File: src/rtl/debounce_event_counter.sv
// Multi-channel push-button front end: 2-flop synchroniser, counter debouncer, edge detector and
// event counter per channel, plus a registered readout mux. Optional raw-edge counters: DEBOUNCE_RAW_CNT_EN.
module debounce_event_counter #(
  parameter int N_CH          = 4,
  parameter int CNT_W         = 8,
  parameter int STABLE_CYCLES = 1000000,
  parameter int EDGE_MODE     = 0,
  parameter int SATURATE      = 0,
  parameter int SEL_W         = (N_CH > 1) ? $clog2(N_CH) : 1
) (
  input  logic             clk,
  input  logic             reset,
  input  logic [N_CH-1:0]  btn,
  input  logic [N_CH-1:0]  clr,
  input  logic [SEL_W-1:0] sel,
  output logic [CNT_W-1:0] cnt_out,
  output logic [CNT_W-1:0] raw_cnt_out,
  output logic [N_CH-1:0]  db_level,
  output logic [N_CH-1:0]  db_tick,
  output logic [N_CH-1:0]  ovf
);
  localparam int TMR_W = $clog2(STABLE_CYCLES + 1);
  localparam int N_PAD = 1 << SEL_W;
  localparam logic [TMR_W-1:0] TMR_ONE  = TMR_W'(1);
  localparam logic [TMR_W-1:0] TMR_LAST = TMR_W'(STABLE_CYCLES - 1);

  typedef enum logic [1:0] {STABLE0, WAIT1, STABLE1, WAIT0} db_state_e;

  // Readout table padded to a power of two so any sel value indexes safely; spare slots read 0.
  logic [CNT_W-1:0] count_pad [N_PAD];
  logic [CNT_W-1:0] raw_pad   [N_PAD];
  logic [CNT_W-1:0] cnt_out_q, cnt_out_d;

  genvar gi;
  generate
    for (gi = 0; gi < N_CH; gi++) begin : g_ch
      logic             sync1_q, s_q, db_d_q, rise, fall, tick;
      db_state_e        state_q, state_d;
      logic [TMR_W-1:0] timer_q, timer_d;
      logic             level_q, level_d;
      logic [CNT_W-1:0] count_q, count_d;
      logic             ovf_q, ovf_d;

      always_comb begin
        state_d = state_q;
        timer_d = timer_q;
        case (state_q)
          STABLE0: if (s_q) begin state_d = WAIT1; timer_d = TMR_ONE; end
          WAIT1: begin
            if (!s_q) begin state_d = STABLE0; timer_d = '0; end
            else if (timer_q == TMR_LAST) begin state_d = STABLE1; timer_d = '0; end
            else timer_d = timer_q + TMR_ONE;
          end
          STABLE1: if (!s_q) begin state_d = WAIT0; timer_d = TMR_ONE; end
          WAIT0: begin
            if (s_q) begin state_d = STABLE1; timer_d = '0; end
            else if (timer_q == TMR_LAST) begin state_d = STABLE0; timer_d = '0; end
            else timer_d = timer_q + TMR_ONE;
          end
          default: begin state_d = STABLE0; timer_d = '0; end
        endcase
        level_d = (state_d == STABLE1) || (state_d == WAIT0);
      end

      assign rise = level_q & ~db_d_q;
      assign fall = ~level_q & db_d_q;

      always_comb begin
        case (EDGE_MODE)
          0:       tick = rise;
          1:       tick = fall;
          default: tick = rise | fall;
        endcase
      end

      // clr outranks a coincident tick, so that tick is dropped.
      always_comb begin
        count_d = count_q;
        ovf_d   = ovf_q;
        if (clr[gi]) begin
          count_d = '0;
          ovf_d   = 1'b0;
        end else if (tick) begin
          if (&count_q) begin
            ovf_d = 1'b1;
            if (SATURATE == 0) count_d = '0;
          end else begin
            count_d = count_q + CNT_W'(1);
          end
        end
      end

      always_ff @(posedge clk) begin
        if (reset) begin
          sync1_q <= 1'b0;
          s_q     <= 1'b0;
          state_q <= STABLE0;
          timer_q <= '0;
          level_q <= 1'b0;
          db_d_q  <= 1'b0;
          count_q <= '0;
          ovf_q   <= 1'b0;
        end else begin
          sync1_q <= btn[gi];
          s_q     <= sync1_q;
          state_q <= state_d;
          timer_q <= timer_d;
          level_q <= level_d;
          db_d_q  <= level_q;
          count_q <= count_d;
          ovf_q   <= ovf_d;
        end
      end

      assign db_level[gi]  = level_q;
      assign db_tick[gi]   = tick;
      assign ovf[gi]       = ovf_q;
      assign count_pad[gi] = count_q;

`ifdef DEBOUNCE_RAW_CNT_EN
      logic             s_d_q;
      logic [CNT_W-1:0] raw_q, raw_d;

      always_comb begin
        raw_d = raw_q;
        if (clr[gi])            raw_d = '0;
        else if (s_q && !s_d_q) raw_d = raw_q + CNT_W'(1);
      end

      always_ff @(posedge clk) begin
        if (reset) begin
          s_d_q <= 1'b0;
          raw_q <= '0;
        end else begin
          s_d_q <= s_q;
          raw_q <= raw_d;
        end
      end

      assign raw_pad[gi] = raw_q;
`else
      assign raw_pad[gi] = '0;
`endif
    end

    for (gi = N_CH; gi < N_PAD; gi++) begin : g_pad
      assign count_pad[gi] = '0;
      assign raw_pad[gi]   = '0;
    end
  endgenerate

  always_comb cnt_out_d = count_pad[sel];

  always_ff @(posedge clk) begin
    if (reset) cnt_out_q <= '0;
    else       cnt_out_q <= cnt_out_d;
  end

  assign cnt_out = cnt_out_q;

`ifdef DEBOUNCE_RAW_CNT_EN
  logic [CNT_W-1:0] raw_out_q, raw_out_d;

  always_comb raw_out_d = raw_pad[sel];

  always_ff @(posedge clk) begin
    if (reset) raw_out_q <= '0;
    else       raw_out_q <= raw_out_d;
  end

  assign raw_cnt_out = raw_out_q;
`else
  assign raw_cnt_out = '0;
`endif

endmodule

File: config.mk
export PLATFORM = sky130hd
export DESIGN_NAME = debounce_event_counter
export DESIGN_NICKNAME = d
export VERILOG_FILES = /design/src/rtl/debounce_event_counter.sv
export SDC_FILE = /design/constraint.sdc
export NUM_CORES = 1
export LEC_CHECK = 0
export BUFFER_PORTS_ARGS = -buffer_cell sky130_fd_sc_hd__clkbuf_2
export CAP_MARGIN = 20
export CORE_MARGIN = 2
export CORE_UTILIZATION = 50
export CTS_BUF_LIST = sky130_fd_sc_hd__clkbuf_4
export DETAILED_ROUTE_END_ITERATION = 6
export PLACE_DENSITY = 0.76
export SLEW_MARGIN = 20
export SYNTH_ARGS = -nofsm -noshare
export SYNTH_HDL_FRONTEND = slang
export SYNTH_SLANG_ARGS = --single-unit
File: constraint.sdc
create_clock -name clk -period 2.4 [get_ports clk]
set_input_delay 0.36 -clock clk [delete_from_list [all_inputs] [get_ports clk]]
set_output_delay 0.36 -clock clk [all_outputs]
set_load 0.05 [all_outputs]
==> metrics.csv <==
stage,metric,value,unit
critical_path,critical path depth,5,
timing,clock period minus worst slack,2090,ps
timing,slew margin rel.,46.6,%
critical_path,worst setup path startpoint,g_ch[0].timer_q[14],
place,HPWL after DPL,9650,µm
yosys,Synth Instances,783,
worst_hold_path,HP Class,input port to register,
clock_network,Worst-path clk slew,120,ps
timing,Tcrit/Tclk final,87.2,%
run,max_cap viols,0,
floorplanning,starting density of the core,50.8,%
yosys,number of distinct library cells after synthesis,70,
clock_network,CTS H-tree lvls,4,
timing,final setup violation count,0,
routing,DRC Markers,0,
floorplanning,I/O pin cnt,40,
routing,drt via density,5.60,
timing,RSZ-0062 raised after global routing,no,
yosys,number of synthesized register bits,147,
place,# port buffers,31,
clock_network,CTS Buf Count,17,
routing,drt first pass iters,5,
final_layout,fillers,1239,
clock_network,clk root buf,clkbuf_4,
floorplanning,Die Y-Extent,122,µm
clock_network,CTS tree,done,
routing,Total Wirelength,13600,µm
outcome,status,finished clean,
floorplanning,die area,15000,µm²
critical_path,Top delay family on crit path,simple AND/OR/NAND/NOR gates,
routing,Routed Antenna Nets,0,
critical_path,Worst Path Arrival,2530,ps
final_layout,final net count,837,
floorplanning,die width,122,µm
pwr,maximum VDD drop,421,µV
place,Area after DPL,7280,µm²
yosys,top_reg_cell synth,dfxtp_1,
timing,FMAX,478,MHz
pwr,Leakage,2.79,nW
timing,Max Slew Vio Count,0,
final_layout,fraction of layout cells with a size suffix above 1,14.6,%
final_layout,final instance area,7610,µm²
critical_path,Critical Path Start Type,register,
yosys,Ys Warns,0,
yosys,Synth top area share,42.1,%
yosys,Synth area leader,dfxtp_1,
grt,Tot GR Track Use,19.3,%
critical_path,Buf/Inv on CP,0,
clock_network,Clock Tree Buf Depth,2,
routing,DR vias,5655,
grt,vias in the first global route,5037,
timing,Post-Route Setup TNS,0,ps
routing,detailed-route wire length per cell,13.5,µm
critical_path,worst-path cell chain,"or4bb_1, nor4_2, a211oi_2, a41oi_1, a31oi_1",
yosys,top cells by area in the synthesized netlist,"dfxtp_1 42%, xor2_1 4.6%, nor2_1 4.5%",
place,post-placement setup slack,219,ps
grt,initial antenna violation count,1,
timing,worst hold margin,51.4,ps
pwr,Power Dens Cells,558,nW/µm²
critical_path,R2R depth,5,
clock_network,clock latency on the worst-skew pair,560,ps
critical_path,Crit Reg-Reg Startpoint,g_ch[0].timer_q[14],
yosys,"Seq/Total Area, Yosys",42.1,%
final_layout,Syn-to-layout area delta,8.80,%
critical_path,worst reg2reg endpoint,g_ch[0].timer_q[7],
timing,Least-Margin Pin Slew,799,ps
critical_path,crit-path max FO,13,
critical_path,flop-to-flop setup slack,310,ps
worst_hold_path,launch point of the worst hold path,btn[3],
clock_network,CTS Sinks,147,
floorplanning,total core area,13800,µm²
routing,DRT iter0 DRCs,332,
critical_path,CP required,2830,ps
yosys,number of synthesized flops with an enable pin,0,
grt,grt total ovfl,0,
floorplanning,row cnt,43,
yosys,"Async S/R FF share, synth",0,%
critical_path,Critical path destination,g_ch[0].timer_q[7],
grt,first-pass GRT wire length,23200,µm
yosys,syn_area_per_cell,8.94,µm²
yosys,Mapped Area,7000,µm²
grt,largest net degree at the start of global routing,34,
critical_path,WS Path Type,register to register,
critical_path,CP endpoint kind,register,
place,RD Place Congestion,0.833,
critical_path,CP max stage cell,or4bb_1,
timing,setup slack after layout,308,ps
critical_path,max incr delay on CP,520,ps
timing,Fin Clk Skew,16.5,ps
timing,final number of hold-violating endpoints,0,
[worst reg2reg max path, delay by kind of cell (launching register included)]
kind | cells | cell delay (ps)
AO/OA/AOI/OAI | 3 | 630
flip-flops | 1 | 410
AND/OR/NAND/NOR | 2 | 940
[sequential cells by signal, summed over array words and instances, names as in the netlist]
name	flops
cnt_out	8
g_ch.timer_q	80
g_ch.state_q	8
g_ch.sync1_q	4
g_ch.ovf_q	4
g_ch.count_q	32
g_ch.db_d_q	4
g_ch.level_q	3
g_ch.s_q	4
[cells by family (layout without fill, tap and decap cells)]
family                     after synthesis  in the layout  synth area share (%)
and+or+nand+nor                        357            357                  27.2
AOI/OAI and AO/OA                      132            132                  12.6
buffers and inverters                   60             99                  5.06
other                                    1              9                0.0536
xor gates and xnor gates                61             61                  7.74
DFF                                    147            147                  42.1
muxes                                   17             17                  3.86
adders and majority gates                8              8                  1.43
[layout by cell type, fill, tap and decap left out, types with 18 or more instances in the layout]
master / n
a21oi_1: 43
a31oi_1: 22
and3_1: 24
clkbuf_2: 31
clkbuf_4: 18
dfxtp_1: 147
nand2_1: 55
nand3_1: 56
nand4_1: 35
nor2_1: 84
o21ai_0: 21
xnor2_1: 23
xor2_1: 37
[how the worst min path moves through the flow]
stage,to,slack [ps],depth (start not counted)
final,g_ch[3].sync1_q,50,2
after detailed placement,g_ch[2].s_q,420,1
after global routing,g_ch[3].sync1_q,30,2
after global placement,g_ch[1].s_q,420,1
after floorplan,g_ch[0].s_q,410,1
after CTS,g_ch[3].sync1_q,10,2
[routing by layer]
| metal | global-route usage (%) | share of wire, % | vias up |
|---|---|---|---|
| li1 | - | - | 2870 |
| met1 | 25.9 | 47 | 2655 |
| met2 | 30.4 | 47 | 108 |
| met3 | 3.76 | 4.3 | 22 |
| met4 | 7.83 | 2.1 | 0 |
| met5 | 0 | 0 | - |
[per-stage QoR]
step	utilization (%)	std cells	power, mW
finish	55.3	1010	4.25
global route	55.3	1010	4.40
CTS	55.2	1009	4.28
detailed placement	52.8	975	2.69
global placement	52.8	975	2.69
floorplan	-	790	2.65
[cell type report]
type	count	area, µm²	area share (%)
diodes	1	2.50	0.0329
clock buffers	18	135	1.78
clock inverters	13	159	2.09
inverters	15	56.3	0.740
multi-input cells	583	3740	49.1
flip-flops and latches	147	2940	38.7
well taps	180	225	2.96
repair buffers	53	353	4.64
[cell usage after synthesis (3+ instances only)]
library cell  count
ha_1              8
nor2_2           10
a21oi_1          43
xnor2_1          23
dfxtp_1         147
a211oi_1          3
or2_2             5
mux4_2            8
a22oi_1           4
a41oi_1           3
or3_1             3
and4_1            5
nand2b_1         11
nand4_1          35
and3_1           24
nor2b_1          13
a21o_1            4
nor2_1           84
mux2i_1           9
clkbuf_1         15
and2_1           12
o21ai_0          21
a22o_1            8
buf_4            24
inv_1            14
nand3_1          56
nor3_1           17
xor2_1           37
a41o_1            3
a31oi_1          22
a311oi_1          3
nand2_1          55
nor4_1            5
[power by group]
group | internal, mW | switching, mW
sequential | 2.45 | 0.0101
combinational | 0.0548 | 0.120
clock | 0.727 | 0.882
[what timing repair did]
action / CTS / global route
hold buffers: 3 / 0
endpoints found under the setup margin: 0 / 3
setup buffers: 0 / 0
endpoints found under the hold margin: 3 / 0
gates resized for setup: 0 / 1
No activity file was read; power rests on OpenSTA's default activity.
